--- src/rtl/bht_branch_controller.sv ---
// Dynamic branch predictor for the LC-3b pipeline. A table of 2-bit saturating
// counters predicts BR direction. An in-order queue holds the outstanding
// predictions and checks each one against the execute-stage resolution.
// A mispredict raises a registered one-cycle flush that carries the corrected PC.
module bht_branch_controller #(
   parameter int IDX_BITS = 5,
   parameter int DEPTH    = 4
) (
   input  logic        clk,
   input  logic        reset,
   input  logic        fetch_valid,
   input  logic [15:0] ir,
   input  logic [15:0] pc,
   output logic        fetch_ready,
   output logic        sel_branch_predict,
   output logic [15:0] branch_target,
   input  logic        resolve_valid,
   input  logic        resolve_taken,
   input  logic [15:0] resolve_next_pc,
   output logic        flush,
   output logic [15:0] flush_pc,
   output logic [15:0] mispredict_count
);

   localparam int unsigned    ENTRIES   = 1 << IDX_BITS;
   localparam int             PTR_BITS  = $clog2(DEPTH);
   localparam logic [PTR_BITS:0] DEPTH_CNT = (PTR_BITS + 1)'(DEPTH);
   localparam logic [3:0]     OP_BR     = 4'b0000;

   logic [1:0]          ctr     [ENTRIES];
   logic [IDX_BITS-1:0] q_idx   [DEPTH];
   logic                q_taken [DEPTH];
   logic [15:0]         q_npc   [DEPTH];

   logic [PTR_BITS-1:0] head, tail;
   logic [PTR_BITS:0]   count;

   logic                is_br, pred_taken, full, empty, push, pop, mispredict;
   logic [IDX_BITS-1:0] idx, head_idx;
   logic [15:0]         pred_next_pc;

   // Decode, table lookup and queue handshake for the current cycle
   always_comb begin
      is_br              = (ir[15:12] == OP_BR) && (ir[11:9] != 3'b000);
      idx                = pc[IDX_BITS:1];
      pred_taken         = (ir[11:9] == 3'b111) || ctr[idx][1];
      branch_target      = pc + {{6{ir[8]}}, ir[8:0], 1'b0};
      pred_next_pc       = pred_taken ? branch_target : pc;
      full               = (count == DEPTH_CNT);
      empty              = (count == '0);
      fetch_ready        = !full && !flush;
      push               = fetch_valid && fetch_ready && is_br;
      sel_branch_predict = push && pred_taken;
      pop                = resolve_valid && !empty && !flush;
      head_idx           = q_idx[head];
      mispredict         = pop && ((resolve_taken != q_taken[head]) ||
                                   (resolve_next_pc != q_npc[head]));
   end

   // Saturating counter training on every resolved branch
   always_ff @(posedge clk) begin
      if (reset) begin
         for (int unsigned i = 0; i < ENTRIES; i++)
            ctr[IDX_BITS'(i)] <= 2'b01;
      end else if (pop) begin
         if (resolve_taken && ctr[head_idx] != 2'b11)
            ctr[head_idx] <= ctr[head_idx] + 2'd1;
         else if (!resolve_taken && ctr[head_idx] != 2'b00)
            ctr[head_idx] <= ctr[head_idx] - 2'd1;
      end
   end

   // Queue payload write; a discarded push only writes an entry that the clear makes dead
   always_ff @(posedge clk) begin
      if (push) begin
         q_idx[tail]   <= idx;
         q_taken[tail] <= pred_taken;
         q_npc[tail]   <= pred_next_pc;
      end
   end

   // Queue pointers, flush generation and mispredict statistics
   always_ff @(posedge clk) begin
      if (reset) begin
         head             <= '0;
         tail             <= '0;
         count            <= '0;
         flush            <= 1'b0;
         flush_pc         <= '0;
         mispredict_count <= '0;
      end else begin
         flush <= mispredict;
         if (mispredict) begin
            head     <= '0;
            tail     <= '0;
            count    <= '0;
            flush_pc <= resolve_next_pc;
            if (mispredict_count != '1)
               mispredict_count <= mispredict_count + 16'd1;
         end else begin
            if (push)
               tail <= tail + PTR_BITS'(1);
            if (pop)
               head <= head + PTR_BITS'(1);
            case ({push, pop})
               2'b10:   count <= count + 1'b1;
               2'b01:   count <= count - 1'b1;
               default: count <= count;
            endcase
         end
      end
   end

endmodule

--- config.mk ---
export PLATFORM = sky130hd
export DESIGN_NAME = bht_branch_controller
export DESIGN_NICKNAME = d
export VERILOG_FILES = /design/src/rtl/bht_branch_controller.sv
export SDC_FILE = /design/constraint.sdc
export NUM_CORES = 1
export LEC_CHECK = 0
export ABC_AREA = 1
export CORE_MARGIN = 2
export CORE_UTILIZATION = 28
export CTS_CLUSTER_SIZE = 20
export DETAILED_ROUTE_END_ITERATION = 10
export HOLD_SLACK_MARGIN = 0.06
export RECOVER_POWER = 100
export SLEW_MARGIN = 20
export SYNTH_ARGS = -nofsm -noshare
export SYNTH_HDL_FRONTEND = slang
export SYNTH_SLANG_ARGS = --single-unit
--- constraint.sdc ---
create_clock -name clk -period 15.98 [get_ports clk]
set_input_delay 4.794 -clock clk [delete_from_list [all_inputs] [get_ports clk]]
set_output_delay 4.794 -clock clk [all_outputs]
set_load 0.1 [all_outputs]
==> results of run 1 <==
per-stage QoR:
step / hold slack (ns) / instances
floorplan: 0.446 / 1212
global placement: 0.456 / 1734
detailed placement: 0.462 / 1734
CTS: 0.473 / 1766
global route: 0.499 / 1766
finish: 0.467 / 1767
synth_stat cells, types with 4 or more instances:
cell type / count / area share, %
nor2_4: 8 / 0.87
nand4_1: 54 / 3.3
nand2_1: 376 / 14
o21ai_0: 37 / 1.8
nor4_1: 5 / 0.30
nand3_1: 138 / 6.7
nor3_1: 9 / 0.43
dfxtp_1: 42 / 8.1
nand2_2: 8 / 0.48
inv_1: 83 / 3.0
nor2_1: 84 / 3.0
xor2_1: 39 / 3.3
buf_2: 26 / 1.3
xnor2_1: 8 / 0.68
edfxtp_1: 152 / 44
ha_1: 20 / 2.4
a21oi_1: 48 / 2.3
nand3b_1: 7 / 0.51
buf_6: 4 / 0.43
clkbuf_1: 27 / 0.98
power by group:
part	switching, mW	total, mW	internal (mW)
logic	0.423	0.542	0.119
clock network	0.216	0.451	0.236
registers	0.00875	0.575	0.566
total	0.647	1.57	0.921
worst max-delay path, cell delays in order:
cell           delay [ns]
dlygate4sd3_1        1.05
inv_1                0.37
a21oi_1              0.22
o21ai_0              0.11
nand3_1              0.09
nand3_1              0.08
nand3_1              0.08
nand2_1              0.06
nand2_1              0.57
inv_1                0.38
nor2_1               0.32
dlygate4sd3_1        1.26
metal layers:
metal	up-vias	share of wire [%]	routed length [um]	track usage (%)
met5	-	0.038	11	0
met4	2	1.6	465	4.83
met3	36	5.0	1450	2.65
met2	233	47	13500	24.3
met1	4042	47	13400	21.0
li1	4223	-	-	-
worst min path at each step:
stage            startpoint  cells after the start            to  slack [ns]
6_report       flush_pc[15]                      2  flush_pc[15]        0.47
3_5_place_dp   flush_pc[15]                      2  flush_pc[15]        0.46
3_3_place_gp   flush_pc[11]                      2  flush_pc[11]        0.46
5_1_grt        flush_pc[14]                      2  flush_pc[14]        0.50
2_1_floorplan      count[0]                      2      count[0]        0.45
4_1_cts        flush_pc[15]                      2  flush_pc[15]        0.47
registers in the layout, indices dropped and copies added, names as in the netlist, named ones only:
register / count
count: 3
flush_pc: 16
flush: 1
tail: 2
mispredict_count: 16
ctr: 64
q_idx: 20
q_npc: 64
head: 2
q_taken: 4
final cells by class:
class                           instances  area (um2)
Fill cell                            3757       24100
Multi-Input combinational cell        865        4320
Antenna cell                            1        2.50
Sequential cell                       194        5410
Inverter                               90         343
Timing Repair Buffer                  117        1120
Clock buffer                           19         454
Tap cell                              468         586
Clock inverter                         13         175
cells by family after synthesis:
| logic type | Yosys count | share of synthesized area [%] |
|---|---|---|
| buffers and inverters | 153 | 6.29 |
| and+or+nand+nor | 702 | 30.1 |
| xor gates and xnor gates | 47 | 3.97 |
| adders and majority gates | 22 | 2.80 |
| AOI/OAI and AO/OA | 94 | 4.73 |
| DFF | 194 | 52.1 |
==> results.py, run 1 <==
metrics = {
    "cts": {
        "ctsHoldBuffers": 0,
        "cts_buffers": 17,
        "cts_max_path_buffers": 2,
        "cts.repair.resized": 0,
        "clock_sinks": 194,
        "h-tree-depth": 4,
        "post-cts-setup-buffers": 0,
        "insertion_delay_ns": 0.45,
        "cts-root-buf": "clkbuf_16",
        "path_clk_slew_ns": 0.08,
        "cts_tree": "built",
    },
    "timing": {
        "fin_crit_sh_pct": 88.8,
        "fin_crit_ns": 14.19,
        "timing.final.ws_setup_ns": 1.79,
        "drv_slew": 111,
        "slew-limit-headroom_pct": -42.2,
        "skew_ns": 0.0180,
        "hold_viol": 0,
        "fmax_ghz": 0.0705,
        "grt_setup_unrepaired": "no",
        "finalSetupTns_ns": 0,
        "worst_slew_pin_slew_ns": 2.13,
        "finalSetupViolations": 0,
    },
    "placement": {
        "dp_hpwl_um": 19500,
        "dp_slack_ns": 1.95,
        "place_area_um2": 11800,
        "place.gp.congestion": 0.908,
        "io_buffers": 103,
    },
    "floorplanning": {
        "die_h_um": 197,
        "core-area_um2": 36500,
        "ios": 104,
        "rows": 70,
        "start_util_pct": 28.4,
        "die-width_um": 197,
        "dieArea_um2": 38600,
    },
    "synth": {
        "synth_flop_cell": "edfxtp_1",
        "syn-mean-instance-area_um2": 8.56,
        "syn_inst": 1212,
        "yosysUniqueCellTypes": 42,
        "ys_warn_count": 0,
        "synthArstFlopShare_pct": 0,
        "synth_area_um2": 10400,
        "seq_area_frac_synth_pct": 52.1,
        "syn_nets": 1287,
        "synth_edf_count": 152,
        "ys_seq_elements": 194,
    },
    "finish": {
        "nets": 1360,
        "drive_gt1_share_pct": 5.47,
        "final_common_cell": "nand2_1",
        "final_cell_mix": "nand2_1, edfxtp_1, nand3_1",
        "post-route-util_pct": 34.0,
        "syn2layout_area_growth_pct": 19.5,
        "finalInstanceArea_um2": 12400,
    },
    "worst_hold_path": {
        "worstHoldPathType": "flip-flop to flip-flop",
    },
    "routing": {
        "ant_nets": 0,
        "drt-pass1-iter-count": 5,
        "viasPerCell": 4.83,
        "drc_errors": 0,
        "wl_um": 28800,
        "drt_first_iter_violations": 555,
        "dr_total_vias": 8536,
        "wire_per_inst_um": 16.3,
    },
    "setup_path": {
        "r2r_end": "ctr[0][0]",
        "start_kind": "input port",
        "crit_arrival_ns": 9.39,
        "critPathKind": "input port to output port",
        "crit_fanout": 26,
        "cp.required_ns": 11.19,
        "r2r_cells": 18,
        "reg2reg_slack_ns": 9.96,
        "cp-startpoint": "pc[1]",
        "setup.worst_path.end": "sel_branch_predict",
        "cp-end-kind": "output port",
    },
    "outcome": {
        "failed_checks": "max-capacitance violations, max-slew violations",
        "status": "complete, but fails checks",
    },
    "global_route": {
        "grt_antenna_before_repair": 3,
        "grt_pass1_wl_um": 45700,
        "grt_max_degree": 65,
        "track_usage_pct": 15.2,
        "grt_pass1_vias": 8239,
        "overflow": 0,
    },
    "pwr": {
        "power.density_nw_per_um2": 126,
        "vdd_ir_drop_max_uv": 83.6,
        "power_mw": 1.57,
        "p_leak_nw": 4.88,
    },
    "flow_run": {
        "max-cap-violations": 4,
    },
}
Power figures use the tool's default switching activity.
==> run 2: changes to the inputs <==
Settings changed: CORE_UTILIZATION 28 to 58, MAX_ROUTING_LAYER set to met4, PLACE_DENSITY set to 0.81.
Clock period 15.98 ns to 13.8 ns, I/O delays scaled along.
==> results.py, run 2 (synthesized netlist as in run 1, its figures left out) <==
metrics = {
    "outcome": {
        "status": "complete, but fails checks",
        "failed_checks": "max-capacitance violations, max-slew violations",
    },
    "floorplanning": {
        "start_util_pct": 59.6,
        "die_h_um": 138,
        "ios": 104,
        "die-width_um": 138,
        "core-area_um2": 17400,
        "dieArea_um2": 19000,
        "rows": 48,
    },
    "cts": {
        "post-cts-setup-buffers": 0,
        "cts_max_path_buffers": 2,
        "path_clk_slew_ns": 0.07,
        "cts-root-buf": "clkbuf_16",
        "cts_tree": "built",
        "insertion_delay_ns": 0.44,
        "ctsHoldBuffers": 0,
        "clock_sinks": 194,
        "cts.repair.resized": 0,
        "cts_buffers": 17,
        "h-tree-depth": 4,
    },
    "finish": {
        "post-route-util_pct": 69.0,
        "final_cell_mix": "nand2_1, edfxtp_1, nand3_1",
        "final_common_cell": "nand2_1",
        "syn2layout_area_growth_pct": 15.7,
        "nets": 1358,
        "top_regs": "ctr: 64 flops, q_npc: 64 flops, q_idx: 20 flops",
        "drive_gt1_share_pct": 5.40,
        "finalInstanceArea_um2": 12000,
        "register_area_um2": 5410,
        "num-fill-cells": 1374,
        "instances_no_fill": 1521,
        "multi_input_area_um2": 4320,
        "diodes": 0,
    },
    "placement": {
        "dp_hpwl_um": 16200,
        "dp_cells": 1489,
        "io_buffers": 103,
        "place_area_um2": 11500,
        "dp_slack_ns": 1.39,
        "place.gp.congestion": 0.881,
    },
    "timing": {
        "fmax_ghz": 0.0796,
        "skew_ns": 0.0119,
        "worst_slew_pin_slew_ns": 2.02,
        "hold_viol": 0,
        "holdWs_ns": 0.461,
        "drv_slew": 65,
        "finalSetupViolations": 0,
        "finalSetupTns_ns": 0,
        "fin_crit_sh_pct": 91.0,
        "fin_crit_ns": 12.56,
        "timing.final.ws_setup_ns": 1.24,
        "slew-limit-headroom_pct": -34.9,
        "grt_setup_unrepaired": "no",
    },
    "pwr": {
        "power_mw": 1.76,
        "power.density_nw_per_um2": 146,
        "p_leak_nw": 4.82,
        "vdd_ir_drop_max_uv": 119,
    },
    "global_route": {
        "grt_pass1_wl_um": 39800,
        "grt_max_degree": 65,
        "grt_antenna_before_repair": 0,
        "overflow": 0,
        "track_usage_pct": 28.2,
        "grt_pass1_vias": 8229,
    },
    "worst_hold_path": {
        "min_path_cells": 2,
        "worstHoldPathType": "flip-flop to flip-flop",
    },
    "setup_path": {
        "crit_fanout": 14,
        "cp.required_ns": 9.66,
        "crit_cells": 9,
        "cp-end-kind": "output port",
        "crit_buf_inv": 3,
        "crit_arrival_ns": 8.42,
        "critPathKind": "input port to output port",
        "worst_path_max_delay_cell": "dlygate4sd3_1",
        "critPathTopFamily": "buffers and inverters",
        "cp-startpoint": "pc[2]",
        "r2r_end": "ctr[27][0]",
        "crit_chain": "dlygate4sd3_1 > clkinv_1 > fa_1 > o21ai_0 > a21oi_1 > o21ai_0 > a21boi_0 > xnor2_1 > dlygate4sd3_1",
        "reg2reg_slack_ns": 7.48,
        "r2r_cells": 17,
        "start_kind": "input port",
        "setup.worst_path.end": "branch_target[11]",
        "critPathMaxStageDelay_ns": 1.23,
    },
    "routing": {
        "highest_layer": "met4",
        "m1WireLength_um": 10300,
        "drc_errors": 0,
        "wl_um": 24800,
        "dr_total_vias": 8720,
        "dr_wl_met3_um": 2350,
        "viasPerCell": 5.73,
        "wire_per_inst_um": 16.3,
        "route.met2.wl_um": 11500,
        "ant_nets": 0,
        "drt_first_iter_violations": 776,
        "drt-pass1-iter-count": 5,
    },
    "flow_run": {
        "max-cap-violations": 1,
    },
}
-- run 2: how the worst min path moves through the flow --
stage / startpoint / slack [ns] / end
floorplan: count[0] / 0.45 / count[0]
global placement: flush_pc[1] / 0.45 / flush_pc[1]
detailed placement: flush_pc[8] / 0.46 / flush_pc[8]
CTS: flush_pc[8] / 0.47 / flush_pc[8]
global route: flush_pc[6] / 0.48 / flush_pc[6]
finish: flush_pc[8] / 0.46 / flush_pc[8]
-- run 2: cell type report --
cell class / instances / area share (%)
Sequential cell: 194 / 45.0
Multi-Input combinational cell: 865 / 36.0
Timing Repair Buffer: 115 / 9.07
Clock buffer: 18 / 3.57
Inverter: 90 / 2.85
Tap cell: 225 / 2.34
Clock inverter: 14 / 1.16
-- run 2: layer usage --
layer  vias to the layer above  track usage (%)
met5                         -                -
met1                      4010             36.4
li1                       4220                -
met3                        70             5.22
met2                       420             44.4
met4                         0             11.7
-- run 2: report_power, final --
part / internal [mW] / switching, mW / total (mW)
clock: 0.240 / 0.238 / 0.478
sequential: 0.656 / 0.00992 / 0.666
combinational: 0.138 / 0.474 / 0.612
-- run 2: worst reg2reg max path: stages, from the launching register on --
cell,delay (ns)
dfxtp_1,0.32
buf_4,0.42
inv_4,0.32
nand2_1,0.15
nand3_1,0.07
nand2_1,0.63
clkinv_1,0.79
nand2_1,0.26
nand2_1,0.07
nand2_1,0.05
nand2_1,0.07
nor2_1,0.13
nand2_2,0.44
nand2_1,0.26
nand2_1,0.07
nand2_1,1.42
nand3_1,0.35
nand2_1,0.22
==> patch 1 (settings of run 1) <==
Make the reset (`reset`) asynchronous in 2 clocked blocks.
--- a/src/rtl/bht_branch_controller.sv
+++ b/src/rtl/bht_branch_controller.sv
@@ -60,3 +60,3 @@
    // Saturating counter training on every resolved branch
-   always_ff @(posedge clk) begin
+   always_ff @(posedge clk or posedge reset) begin
       if (reset) begin
@@ -82,3 +82,3 @@
    // Queue pointers, flush generation and mispredict statistics
-   always_ff @(posedge clk) begin
+   always_ff @(posedge clk or posedge reset) begin
       if (reset) begin
Function: differs if reset is asserted again (counterexample within 4 cycles, from zero or initial values and one cycle with reset high); with reset held inactive, the same outputs for 4 cycles.
==> patch 1 against run 1 <==
The flow still finishes with violations (capacitance limit, slew limit). Routed wire length is 2.8% lower. Critical path depth down 1. Non-clock buffer count decreased by 4. Area after synthesis is 1.7% higher. Critical endpoint unchanged. Setup slack got worse by 0.30 ns. Cell area grew 1.3%. Sequential cell count down 2. Hold slack worse by 0.0026 ns. Die area increased by 1.7%.
Power is not compared: it rests on default switching activity, and its combinational part moved more than twofold at a synthesized area within 25%.
==> patch 1: results (changes against run 1) <==
Outcome
  – Status: finished with violations
  – Failing checks: capacitance limit, slew limit

Synth
  – Post-Synth Adder-Cell Area: 2.87% (+0.070 points)
  – EDFF count, synth: 88 (-42%)
  – Cells after synthesis: 1305 (+7.7%)
  – Library cells used by synthesis: 39 (-7.1%)
  – Mapped Nets: 1381 (+7.3%)
  – Register area share after synthesis: 50.0% (-2.0 points)
  – Main synth FF type: edfxtp_1
  – Largest cells by area after synthesis: edfxtp_1, nand2_1, dfrtp_1
  – Mux contribution to synthesized area: 0% (unchanged)
  – Synth async-reset ratio: 54.2% (+54 points)
  – Post-synthesis compound-gate area fraction: 7.06% (+2.3 points)
  – Top post-synthesis cells by count: nand2_1, inv_1, nand3_1
  – Post-synthesis xor/xnor area fraction: 2.74% (-1.2 points)
  – Ys Warns: 0 (unchanged)

Critical path
  – Reg2reg start: head[0]$_DFFE_PP0P_
  – Worst-path fanout max: 29 (+12%)
  – CP max stage delay: 1.21 ns (-0.05 ns)
  – R2R cell count: 21 (+3)
  – Top Family by Delay on Critical Path: buffers and inverters
  – R2r setup slk: 10.02 ns (+0.06 ns)
  – R2r endpoint: ctr[63]$_DFFE_PP0P_
  – Slowest cell on the critical path: dlygate4sd3_1
  – Worst EP arrival: 9.69 ns (+0.30 ns)

Power and ir drop
  – Max VDD drop: 0.000162 V
  – Switching Fraction: 49.9%
  – Leakage power total: 5.56 nW

Drt
  – DR WL/cell: 14.6 um (-10%)
  – DR iter-0 viols: 695 (+25%)
  – DRC: 0 (unchanged)
  – DR vias/cell: 4.52 (-6.4%)
  – DRT Pass-1 Iters: 7 (+2)

Global route
  – Largest net degree at the start of global routing: 65 (unchanged)
  – Tot GR Track Use: 14.7% (-0.54 points)
  – Initial antenna violation count: 0 (-3)
  – Global-route wire length before repair: 44900 um (-1.7%)
  – Number of global-route vias before repair: 8076 (-2.0%)
  – Grt total ovfl: 0 (unchanged)

STA
  – WHS: 0.464 ns (-0.00259 ns)
  – Relative slew slack: -130% (-88 points)
  – Max-slew violation count: 130 (+17%)
  – Setup TNS: 0 ns (unchanged)
  – Final setup skew: 0.0214 ns (+0.00347 ns)

Finish
  – Share of layout cells above drive strength 1: 6.47% (+1.0 points)
  – Diode count: 0 (-1)
  – Layout net count: 1470 (+8.1%)
  – Non-Filler Instances: 1918 (+8.5%)

Clock network
  – Clk Latency, worst-skew pair: 0.45 ns (about the same)
  – Clock root cell: clkbuf_16
  – H-tree depth: 4 (unchanged)
  – Setup repair bufs after CTS: 0 (unchanged)
  – TritonCTS buffer count: 17 (unchanged)
  – CTS max path bufs: 2 (unchanged)
  – Clock slew at reported path FFs: ~0.07 ns

Placed design
  – Dpl cell area: 0.0120 sq mm (+1.9%)
  – Placer Congestion: 0.882 (-2.8%)
  – Post-DP HPWL: 19500 um (+0.24%)

Flow run
  – Max-capacitance violation count: 3 (-1)

Hold path
  – Worst Hold Class: register to register
==> patch 1: final cells by class <==
cell class                 count  area (sq um)
fill                        3916         24800
sequential                   192          5290
multi-input combinational    934          4440
timing repair buffer         113          1080
tap                          511           639
inverter                     136           514
clock buffer                  19           443
clock inverter                13           163
==> patch 1: per-layer routing <==
metal  vias to the layer above  track usage [%]  wire length (um)
li1                       4380                -                 -
met5                         -                0                 0
met4                         0             3.95               344
met3                        27             1.98              1150
met1                      4067             21.3             13800
met2                       198             22.9             12700
==> patch 1: worst max path at each step <==
| stage | startpoint | end | slack [ns] | cells after the start |
|---|---|---|---|---|
| after floorplan | ir[0] | branch_target[9] | 3.71 | 7 |
| after detailed placement | pc[1] | sel_branch_predict | 1.93 | 12 |
| final | pc[1] | sel_branch_predict | 1.49 | 11 |
| after global routing | pc[1] | sel_branch_predict | 1.03 | 11 |
| after CTS | pc[1] | sel_branch_predict | 1.92 | 12 |
| after global placement | pc[1] | sel_branch_predict | 2.04 | 12 |
==> patch 1: worst reg2reg max path: stages, from the launching register on <==
cell and delay (ns):
dfrtp_1 0.36, buf_4 0.28, inv_2 0.70, nand2_1 0.13
nand3_1 0.14, nand2_2 0.53, o21ai_0 0.50, nand2_1 0.08
nand2_1 0.08, nand2_1 0.07, nand2_1 0.09, nor2_2 0.05
nand2_4 0.32, inv_1 0.11, ha_1 0.20, nor2_1 0.30
o21bai_1 0.17, nand2_1 0.12, nor3_1 1.06, nand2_1 0.31
nand2_1 0.12, o21ai_0 0.08
==> patch 1: stage by stage <==
step	util, %	power [mW]	setup slack (ns)
6_report	33.6	2.21	1.49
4_1_cts	33.8	2.27	1.92
3_5_place_dp	32.2	1.83	1.93
5_1_grt	33.6	2.37	1.03
2_1_floorplan	-	1.55	3.71
3_3_place_gp	32.2	1.82	2.04
==> patch 1: cells by family (layout without fill, tap and decap cells) <==
family,count (synthesis),after routing
AOI/OAI and AO/OA,140,140
xor gates and xnor gates,33,33
adders and majority gates,23,23
buffers and inverters,179,281
DFF,192,192
and+or+nand+nor,738,738
==> patch 1: power groups by stage <==
stage	registers [mW]	logic, mW	clock network (mW)
floorplan	0.840	0.711	0
global placement	0.674	1.14	0
detailed placement	0.676	1.15	0
CTS	0.667	1.15	0.453
global route	0.677	1.23	0.472
finish	0.665	1.10	0.440
==> patch 2 (flow settings as in run 1) <==
Without the edit above. Change the parameter `IDX_BITS` from 5 to 6.
--- a/src/rtl/bht_branch_controller.sv
+++ b/src/rtl/bht_branch_controller.sv
@@ -5,3 +5,3 @@
 module bht_branch_controller #(
-   parameter int IDX_BITS = 5,
+   parameter int IDX_BITS = 6,
    parameter int DEPTH    = 4
Check against the original RTL: not equivalent (Yosys sat finds a counterexample within 4 cycles, from zero or initial values and one cycle with reset high).
==> patch 2 against run 1 <==
The flow still finishes with violations (capacitance limit, slew limit). Routed wire length rose by 47%. Sequential cell count rose by 68. First-iteration DRC count rose by 130%. Area after synthesis rose by 40%. Setup slack got worse by 0.35 ns. Cell area rose by 35%. Total power rose by 9.8%.
==> patch 2: results (changes against run 1) <==
Outcome
  – Status: finished with violations
  – Failing checks: capacitance limit, slew limit

Clock network
  – TritonCTS buffer count: 29 (+12)
  – H-tree depth: 1 (-3)
  – Clock slew at reported path FFs: 0.06 ns (-0.02 ns)
  – CTS max path bufs: 3 (+1)

Synth
  – EDFF count, synth: 220 (+45%)

Global route
  – Tot GR Track Use: 15.5% (+0.22 points)
  – Global-route wire length before repair: 65300 um (+43%)
  – Number of global-route vias before repair: 11600 (+41%)

Critical path
  – R2r endpoint: ctr[14][0]$_SDFFCE_PN1P_
  – CP max stage delay: 1.20 ns (-0.06 ns)
  – R2r setup slk: 6.92 ns (-3.04 ns)
  – Worst EP arrival: 9.75 ns (+0.36 ns)

Finish
  – Diode count: 0 (-1)
  – Fill cells: 5316 (+41%)
  – Clock buffers: 33 (+14)
  – Top Registers: ctr x128, q_npc x64, q_idx x24
  – Share of layout cells above drive strength 1: 4.97% (-0.50 points)

Power and ir drop
  – Switching Fraction: 30.8% (-10 points)

STA
  – Max-slew violation count: 227 (+100%)
  – Relative slew slack: -154% (-110 points)
  – Final setup skew: 0.0147 ns (-0.00328 ns)

Placed design
  – Placer Congestion: 0.883 (-2.7%)
  – Post-DP HPWL: 27600 um (+41%)

Drt
  – Via Count: 12300 (+44%)

Flow run
  – Max-capacitance violation count: 6 (+2)
## patch 2: cell count changes after synthesis, moves of 11 or more
cell / before / now
edfxtp_1: 152 / 220
xor2_1: 39 / 27
inv_1: 83 / 108
nand2_2: 8 / 22
nor2_1: 84 / 184
o21ai_0: 37 / 63
xnor2_1: 8 / 19
nand4_1: 54 / 23
nand2_1: 376 / 630
nand3_1: 138 / 188
## patch 2: how the worst max path moves through the flow
stage	end	slack, ns	depth (start not counted)
6_report	sel_branch_predict	1.44	13
5_1_grt	sel_branch_predict	1.02	11
4_1_cts	sel_branch_predict	2.13	13
3_3_place_gp	sel_branch_predict	2.26	13
3_5_place_dp	sel_branch_predict	2.13	13
2_1_floorplan	branch_target[13]	3.29	13
## patch 2: cells by family (layout without fill, tap and decap cells)
logic type                 Yosys count  count (layout)  share of synthesized area, %
xor gates and xnor gates            46              46                          2.78
DFF                                262             262                          51.3
and+or+nand+nor                   1097            1097                          31.9
adders and majority gates           22              22                          2.00
AOI/OAI and AO/OA                  139             139                          5.13
buffers and inverters              216             284                          6.91
## patch 2: layer usage
| layer | global-route usage (%) | vias to the layer above | share of wire (%) |
|---|---|---|---|
| met3 | 2.68 | 94 | 8.3 |
| met2 | 25.8 | 510 | 46 |
| met5 | 0 | - | 0.087 |
| met4 | 5.53 | 6 | 3.3 |
| met1 | 20.1 | 5744 | 42 |
| li1 | - | 5980 | - |
## patch 2: through the flow
step | hold WS (ns) | util (%) | cell area (sq um) | std cells
after CTS | 0.472 | 32.9 | 16900 | 2530
after floorplan | 0.453 | - | 14500 | 1782
final | 0.467 | 32.7 | 16800 | 2530
after detailed placement | 0.462 | 31.1 | 16000 | 2480
after global placement | 0.457 | 31.1 | 16000 | 2480
after global routing | 0.494 | 32.7 | 16800 | 2530
